<file path="config.mk">
export PLATFORM = sky130hd
export DESIGN_NAME = if_fetch_unit
export DESIGN_NICKNAME = d
export VERILOG_FILES = /design/src/rtl/if_fetch_unit.sv
export SDC_FILE = /design/constraint.sdc
export NUM_CORES = 1
export LEC_CHECK = 0
export BUFFER_PORTS_ARGS = -buffer_cell sky130_fd_sc_hd__buf_2
export CELL_PAD_IN_SITES_DETAIL_PLACEMENT = 1
export CELL_PAD_IN_SITES_GLOBAL_PLACEMENT = 1
export CORE_UTILIZATION = 45
export DETAILED_ROUTE_END_ITERATION = 8
export PLACE_DENSITY_LB_ADDON = 0.1
export SKIP_LAST_GASP = 1
export SYNTH_ARGS = -nofsm -noshare
export SYNTH_HDL_FRONTEND = slang
export SYNTH_SLANG_ARGS = --single-unit
</file>
<file path="constraint.sdc">
create_clock -name clk -period 18.2 [get_ports clk]
set_input_delay 5.46 -clock clk [delete_from_list [all_inputs] [get_ports clk]]
set_output_delay 5.46 -clock clk [all_outputs]
set_load 0.05 [all_outputs]
</file>
<file path="src/rtl/if_fetch_unit.sv">
// ============================================================================
// Module  : if_fetch_unit
// Brief   : Instruction-fetch stage with req/gnt/rvalid memory port, stall
//           hold buffer and branch/jump redirect. Optional macro
//           FETCH_PERF_CNT_EN adds fetch/drop performance counters.
// Revision: 1.0
// ============================================================================
`default_nettype none

module if_fetch_unit #(
  parameter logic [31:0] RESET_PC = 32'h0000_0000
) (
  input  logic        clk,
  input  logic        rst,
  input  logic        id_stall,
  input  logic        redirect_en,
  input  logic [31:0] redirect_pc,
  output logic        imem_req,
  output logic [31:0] imem_addr,
  input  logic        imem_gnt,
  input  logic        imem_rvalid,
  input  logic [31:0] imem_rdata,
  output logic [31:0] fetch_pcincre,
  output logic [31:0] fetch_instr,
  output logic        fetch_valid
`ifdef FETCH_PERF_CNT_EN
  ,
  output logic [31:0] perf_fetch_cnt,
  output logic [31:0] perf_drop_cnt
`endif
);

  localparam logic [31:0] c_PC_STEP = 32'd4;

  typedef enum logic [1:0] {
    S_FETCH = 2'd0,
    S_WAIT  = 2'd1,
    S_HOLD  = 2'd2
  } state_t;

  state_t      r_state;
  state_t      w_next_state;
  logic [31:0] r_pc;
  logic [31:0] r_req_pc;
  logic        r_drop;
  logic        w_drop_next;
  logic [31:0] r_hold_instr;
  logic [31:0] r_hold_pcincre;
  logic        w_grant;
  logic        w_capture;
  logic        w_discard;
  logic        w_load;
  logic [31:0] w_load_instr;
  logic [31:0] w_load_pcincre;
  logic [31:0] r_fetch_pcincre;
  logic [31:0] r_fetch_instr;
  logic        r_fetch_valid;

  always_comb begin
    w_next_state   = r_state;
    w_drop_next    = r_drop;
    w_grant        = 1'b0;
    w_capture      = 1'b0;
    w_discard      = 1'b0;
    w_load         = 1'b0;
    w_load_instr   = '0;
    w_load_pcincre = '0;
    case (r_state)
      S_FETCH: begin
        if (imem_gnt) begin
          w_grant      = 1'b1;
          w_drop_next  = redirect_en;
          w_next_state = S_WAIT;
        end
      end
      S_WAIT: begin
        if (imem_rvalid) begin
          w_next_state = S_FETCH;
          w_drop_next  = 1'b0;
          if (r_drop || redirect_en) begin
            w_discard = 1'b1;
          end else if (!id_stall) begin
            w_load         = 1'b1;
            w_load_instr   = imem_rdata;
            w_load_pcincre = r_req_pc + c_PC_STEP;
          end else begin
            w_capture    = 1'b1;
            w_next_state = S_HOLD;
          end
        end else if (redirect_en) begin
          // Response still in flight: mark it stale so it is thrown away later.
          w_drop_next = 1'b1;
        end
      end
      S_HOLD: begin
        if (redirect_en) begin
          w_next_state = S_FETCH;
        end else if (!id_stall) begin
          w_load         = 1'b1;
          w_load_instr   = r_hold_instr;
          w_load_pcincre = r_hold_pcincre;
          w_next_state   = S_FETCH;
        end
      end
      default: w_next_state = S_FETCH;
    endcase
  end

  always_ff @(posedge clk or posedge rst) begin
    if (rst) begin
      r_state        <= S_FETCH;
      r_pc           <= RESET_PC;
      r_req_pc       <= '0;
      r_drop         <= 1'b0;
      r_hold_instr   <= '0;
      r_hold_pcincre <= '0;
    end else begin
      r_state <= w_next_state;
      r_drop  <= w_drop_next;
      if (redirect_en) begin
        r_pc <= {redirect_pc[31:2], 2'b00};
      end else if (w_grant) begin
        r_pc <= r_pc + c_PC_STEP;
      end
      if (w_grant) begin
        r_req_pc <= r_pc;
      end
      if (redirect_en) begin
        r_hold_instr   <= '0;
        r_hold_pcincre <= '0;
      end else if (w_capture) begin
        r_hold_instr   <= imem_rdata;
        r_hold_pcincre <= r_req_pc + c_PC_STEP;
      end
    end
  end

  // Redirect flushes, a load publishes, otherwise a bubble unless stalled.
  always_ff @(posedge clk or posedge rst) begin
    if (rst) begin
      r_fetch_pcincre <= '0;
      r_fetch_instr   <= '0;
      r_fetch_valid   <= 1'b0;
    end else if (redirect_en) begin
      r_fetch_instr <= '0;
      r_fetch_valid <= 1'b0;
    end else if (w_load) begin
      r_fetch_pcincre <= w_load_pcincre;
      r_fetch_instr   <= w_load_instr;
      r_fetch_valid   <= 1'b1;
    end else if (!id_stall) begin
      r_fetch_instr <= '0;
      r_fetch_valid <= 1'b0;
    end
  end

  assign imem_req      = (r_state == S_FETCH) && !rst;
  assign imem_addr     = r_pc;
  assign fetch_pcincre = r_fetch_pcincre;
  assign fetch_instr   = r_fetch_instr;
  assign fetch_valid   = r_fetch_valid;

`ifdef FETCH_PERF_CNT_EN
  logic [31:0] r_perf_fetch_cnt;
  logic [31:0] r_perf_drop_cnt;

  always_ff @(posedge clk or posedge rst) begin
    if (rst) begin
      r_perf_fetch_cnt <= '0;
      r_perf_drop_cnt  <= '0;
    end else begin
      if (w_load && !redirect_en) begin
        r_perf_fetch_cnt <= r_perf_fetch_cnt + 32'd1;
      end
      if (w_discard) begin
        r_perf_drop_cnt <= r_perf_drop_cnt + 32'd1;
      end
    end
  end

  assign perf_fetch_cnt = r_perf_fetch_cnt;
  assign perf_drop_cnt  = r_perf_drop_cnt;
`endif

endmodule

`default_nettype wire

</file>
Yosys cells after proc, flatten, opt, wreduce, memory -nomap -nowiden
Index checks and enable logic that the tools add are counted.
{"block": "word_totals", "ff_bits": 196, "latchBits": 0, "ram_bits": 0, "romBits": 0, "out_inout_bits": 98, "wordCells": 73, "memories": 0}
{"block": "op_classes", "addsub": 2, "mul": 0, "div_mod_pow": 0, "n_lt_le_gt_ge": 0, "n_eq_ne": 7, "shifts": 0, "n_mux": 44, "bitwise_logic": 1, "n_reduce_logical": 10}
{"operator": "32-bit 2-to-1 mux", "n": 17}
{"operator": "32-bit one-hot mux with 2 select lines", "n": 2}
{"operator": "32-bit by 3-bit adder with 32-bit output, second input constant", "n": 2}
{"operator": "1-bit 2-to-1 mux", "n": 16}
{"operator": "2-bit 2-to-1 mux", "n": 6}
{"operator": "3-bit inequality test, second input constant", "n": 2}
{"operator": "2-bit one-hot mux with 3 select lines", "n": 1}
{"operator": "3-bit AND reduction", "n": 2}
{"operator": "2-bit nonzero test", "n": 3}
{"operator": "2-bit inequality test, second input constant", "n": 2}
{"operator": "1-bit one-hot mux with 2 select lines", "n": 2}
{"operator": "3-bit by 1-bit inequality test with 1-bit output, second input constant", "n": 1}
{"operator": "2-bit by 1-bit == test with 1-bit output, second input constant", "n": 1}
{"operator": "2-bit == test, second input constant", "n": 1}
{"operator": "2-bit zero test", "n": 1}
{"operator": "2-bit AND reduction", "n": 1}
{"operator": "1-bit logical AND", "n": 1}
{"operator": "1-bit zero test", "n": 1}
{"operator": "1-bit logical OR", "n": 1}
{"operator": "1-bit NOT", "n": 1}

Logic depth before layout (Yosys ltp)
{"block": "depth", "ltp_word": 6, "ltp_mapped": 9, "depth_no_buf": 7}

Worst setup path after synthesis
No wires, ideal clock.
{"block": "synth_timing", "kind": "input -> output", "start": "input rst", "end": "output imem_req", "t_arrival_ps": 6105, "t_required_ps": 12740, "setup_slack_ps": 6635, "cell_stages": 1, "path_buffers": 0, "cell_sequence": "nor2_1"}
{"block": "synth_between", "elab_chain_len": 2}
{"item": "start, declared", "line_no": "14", "source": "input logic rst,"}
{"item": "1-bit zero test", "line_no": "157", "source": "assign imem_req = (r_state == S_FETCH) && !rst;"}
{"item": "1-bit logical AND", "line_no": "157"}
{"item": "end, declared", "line_no": "18", "source": "output logic imem_req,"}
No other way between the ends.

Worst setup path after layout
Same ends and word-level chain as after synthesis.

==> qor.yml <==
synth_seq_cells: 190
synth_ff_type: "dfrtp_1"
io_buffers: 163
leakage_nw: 4.794
n_antenna_cell: 0
avgRoutedWirePerCell_um: 18.21
rsz0062_at_grt: "no"
die_y_um: 142.4
layout_commonest_cell: "nand2_1"
tritoncts: "done"
rr_startpoint: "r_state[1]"
vias_per_cell: 5.523
dieArea_mm2: 0.02029
grtUsageTotal: 0.2543
netlist_area_mm2: 0.008876
dieWidth_um: 142.4
drt_iter0_drc: 468
drc: 0
drive_above_1_share: 0.1989
pre_cts_slack_ns: 6.798
start_util: 0.4576
syn_to_final_growth_pct: 16.99
yosysWarnings: 0
outcome: "complete, no violations"
cap_violations: 0
grt_max_degree: 123
clkSlewWorstSetupHoldPaths_ns: 0.07
regToRegSetupSlack_ns: 15.25
period_minus_slack_ns: 11.41
setup_tns_ns: 0
numCtsBuffers: 17
slew_violations: 0
grt.overflow.total: 0
cp-end-kind: "output port"
layout.cells.most_common_list: "nand2_1 (251), dfrtp_1 (190), buf_2 (163)"
fin_worst_skew_ns: 0.01138
async_flop_share: 1.000
postCtsHoldBufs: 0
wl_um: 25050
reg2reg_depth: 7
crit_path_end: "imem_req"
antenna_found_initial: 0
gp_congestion: 0.8177
synth_edf_count: 0
finalHoldViolations: 0
firstDrtPassIters: 5
ant_nets: 0
maxSlewHeadroom: 0.2775
fillers: 2378
post_cts_resized: 0
post-dp-hpwl_um: 16530
num_rows: 51
crit_arrival_ns: 5.95
io_pins: 168
synthCells: 976
synth_cell_types: 49
worstMarginPinSlew_ns: 1.074
h-tree-depth: 4
worstHoldPathType: "flip-flop to flip-flop"
hold_ws_ns: 0.4738
pwr_density_cell_mw_per_mm2: 126.3
post_cts_buffers: 0
syn_area_per_cell_um2: 9.094
fmax_mhz: 87.67
vdd_drop_max_v: 0.00007183
coreArea_mm2: 0.01940
grt_pass1_vias: 7513
final_nets: 1174
r2r_end: "fetch_pcincre[14]"
root_buffer: "clkbuf_16"
synth_seq_area_share: 0.5357
critPathLaunchType: "input port"
grt_pass1_wl_um: 40270
cp_max_fo: 2
timing.final.ws_setup_ns: 6.793
cts_buffer_depth: 2
vias: 7599
fin_crit_sh: 0.6267
crit_required_ns: 12.74
critPathLaunch: "rst"
clk_latency_ns: 0.43
clock_sinks: 190
finalSetupViolCount: 0
critical_path_class: "input port to output port"
-- sequential cells by signal, indices dropped and copies added (netlist names) --
signal and count:
fetch_valid 1, fetch_pcincre 31, fetch_instr 32, r_hold_instr 32
r_state 2, r_hold_pcincre 31, r_drop 1, imem_addr 30
r_req_pc 30
-- cell usage after synthesis (4+ instances only) --
library cell / instances / area [um^2]
o22ai_1: 6 / 37.54
o211ai_1: 4 / 30.03
inv_1: 9 / 33.78
nor3_1: 9 / 45.04
a21oi_1: 33 / 165.2
ha_1: 5 / 62.56
xor2_1: 28 / 245.2
a22oi_1: 40 / 300.3
nor2b_1: 4 / 25.02
dfrtp_1: 190 / 4755
xnor2_1: 28 / 245.2
and2_1: 5 / 31.28
nor2_1: 29 / 108.9
buf_1: 9 / 33.78
clkbuf_1: 53 / 198.9
nand3_1: 64 / 320.3
a32oi_1: 5 / 43.79
and3_1: 8 / 50.05
nor4_1: 13 / 81.33
o21ai_0: 109 / 545.5
and4_1: 5 / 43.79
nand2_1: 252 / 945.9
nand4_1: 26 / 162.7
-- kinds of logic after synthesis --
family	Yosys count	synth area share
muxes	4	0.004934
adders and majority gates	5	0.007048
buffers and inverters	79	0.03905
AOI/OAI and AO/OA	207	0.1355
and+or+nand+nor	434	0.2222
DFF	190	0.5357
other	1	0.0004225
xor gates and xnor gates	56	0.05526
-- worst min path at each step --
stage                            from                to  slack, ns  depth (start not counted)
floorplan           r_hold_pcincre[1]  fetch_pcincre[1]       0.46                          1
global route         fetch_pcincre[6]  fetch_pcincre[6]       0.51                          2
global placement          fetch_valid       fetch_valid       0.46                          2
detailed placement        fetch_valid       fetch_valid       0.46                          2
CTS                       fetch_valid       fetch_valid       0.48                          2
finish                    fetch_valid       fetch_valid       0.47                          2
-- layer usage --
layer / part of all wire / up-vias / track usage
li1: - / 3615 / -
met1: 0.48 / 3780 / 0.3592
met2: 0.47 / 175 / 0.4004
met3: 0.038 / 29 / 0.04475
met4: 0.015 / 0 / 0.07244
met5: 0 / - / 0
-- where the power goes --
part	total (mW)	internal [mW]	switching [mW]
sequential	0.584	0.495	0.0889
clock	0.359	0.180	0.179
combinational	0.368	0.104	0.264
-- final cells by class --
| type | instances | area [um^2] | share of cell area |
|---|---|---|---|
| Clock buffer | 17 | 425.4 | 0.04097 |
| Sequential cell | 190 | 4755 | 0.4579 |
| Multi-Input combinational cell | 708 | 3804 | 0.3663 |
| Tap cell | 265 | 331.6 | 0.03193 |
| Clock inverter | 14 | 126.4 | 0.01217 |
| Inverter | 10 | 58.81 | 0.005663 |
| Timing Repair Buffer | 172 | 883.3 | 0.08507 |
-- through the flow --
step / area [um^2] / power [mW] / cells / util
floorplan: 8880 / 0.8383 / 977 / -
global placement: 9832 / 0.9464 / 1345 / 0.5068
detailed placement: 9832 / 0.9578 / 1345 / 0.5068
CTS: 10380 / 1.321 / 1376 / 0.5353
global route: 10380 / 1.378 / 1376 / 0.5353
finish: 10380 / 1.311 / 1376 / 0.5353
-- critical path, stage by stage --
cell and delay (ns):
buf_2 0.14, nor2_1 0.09, buf_2 0.26
No activity file was read; power rests on OpenSTA's default activity.
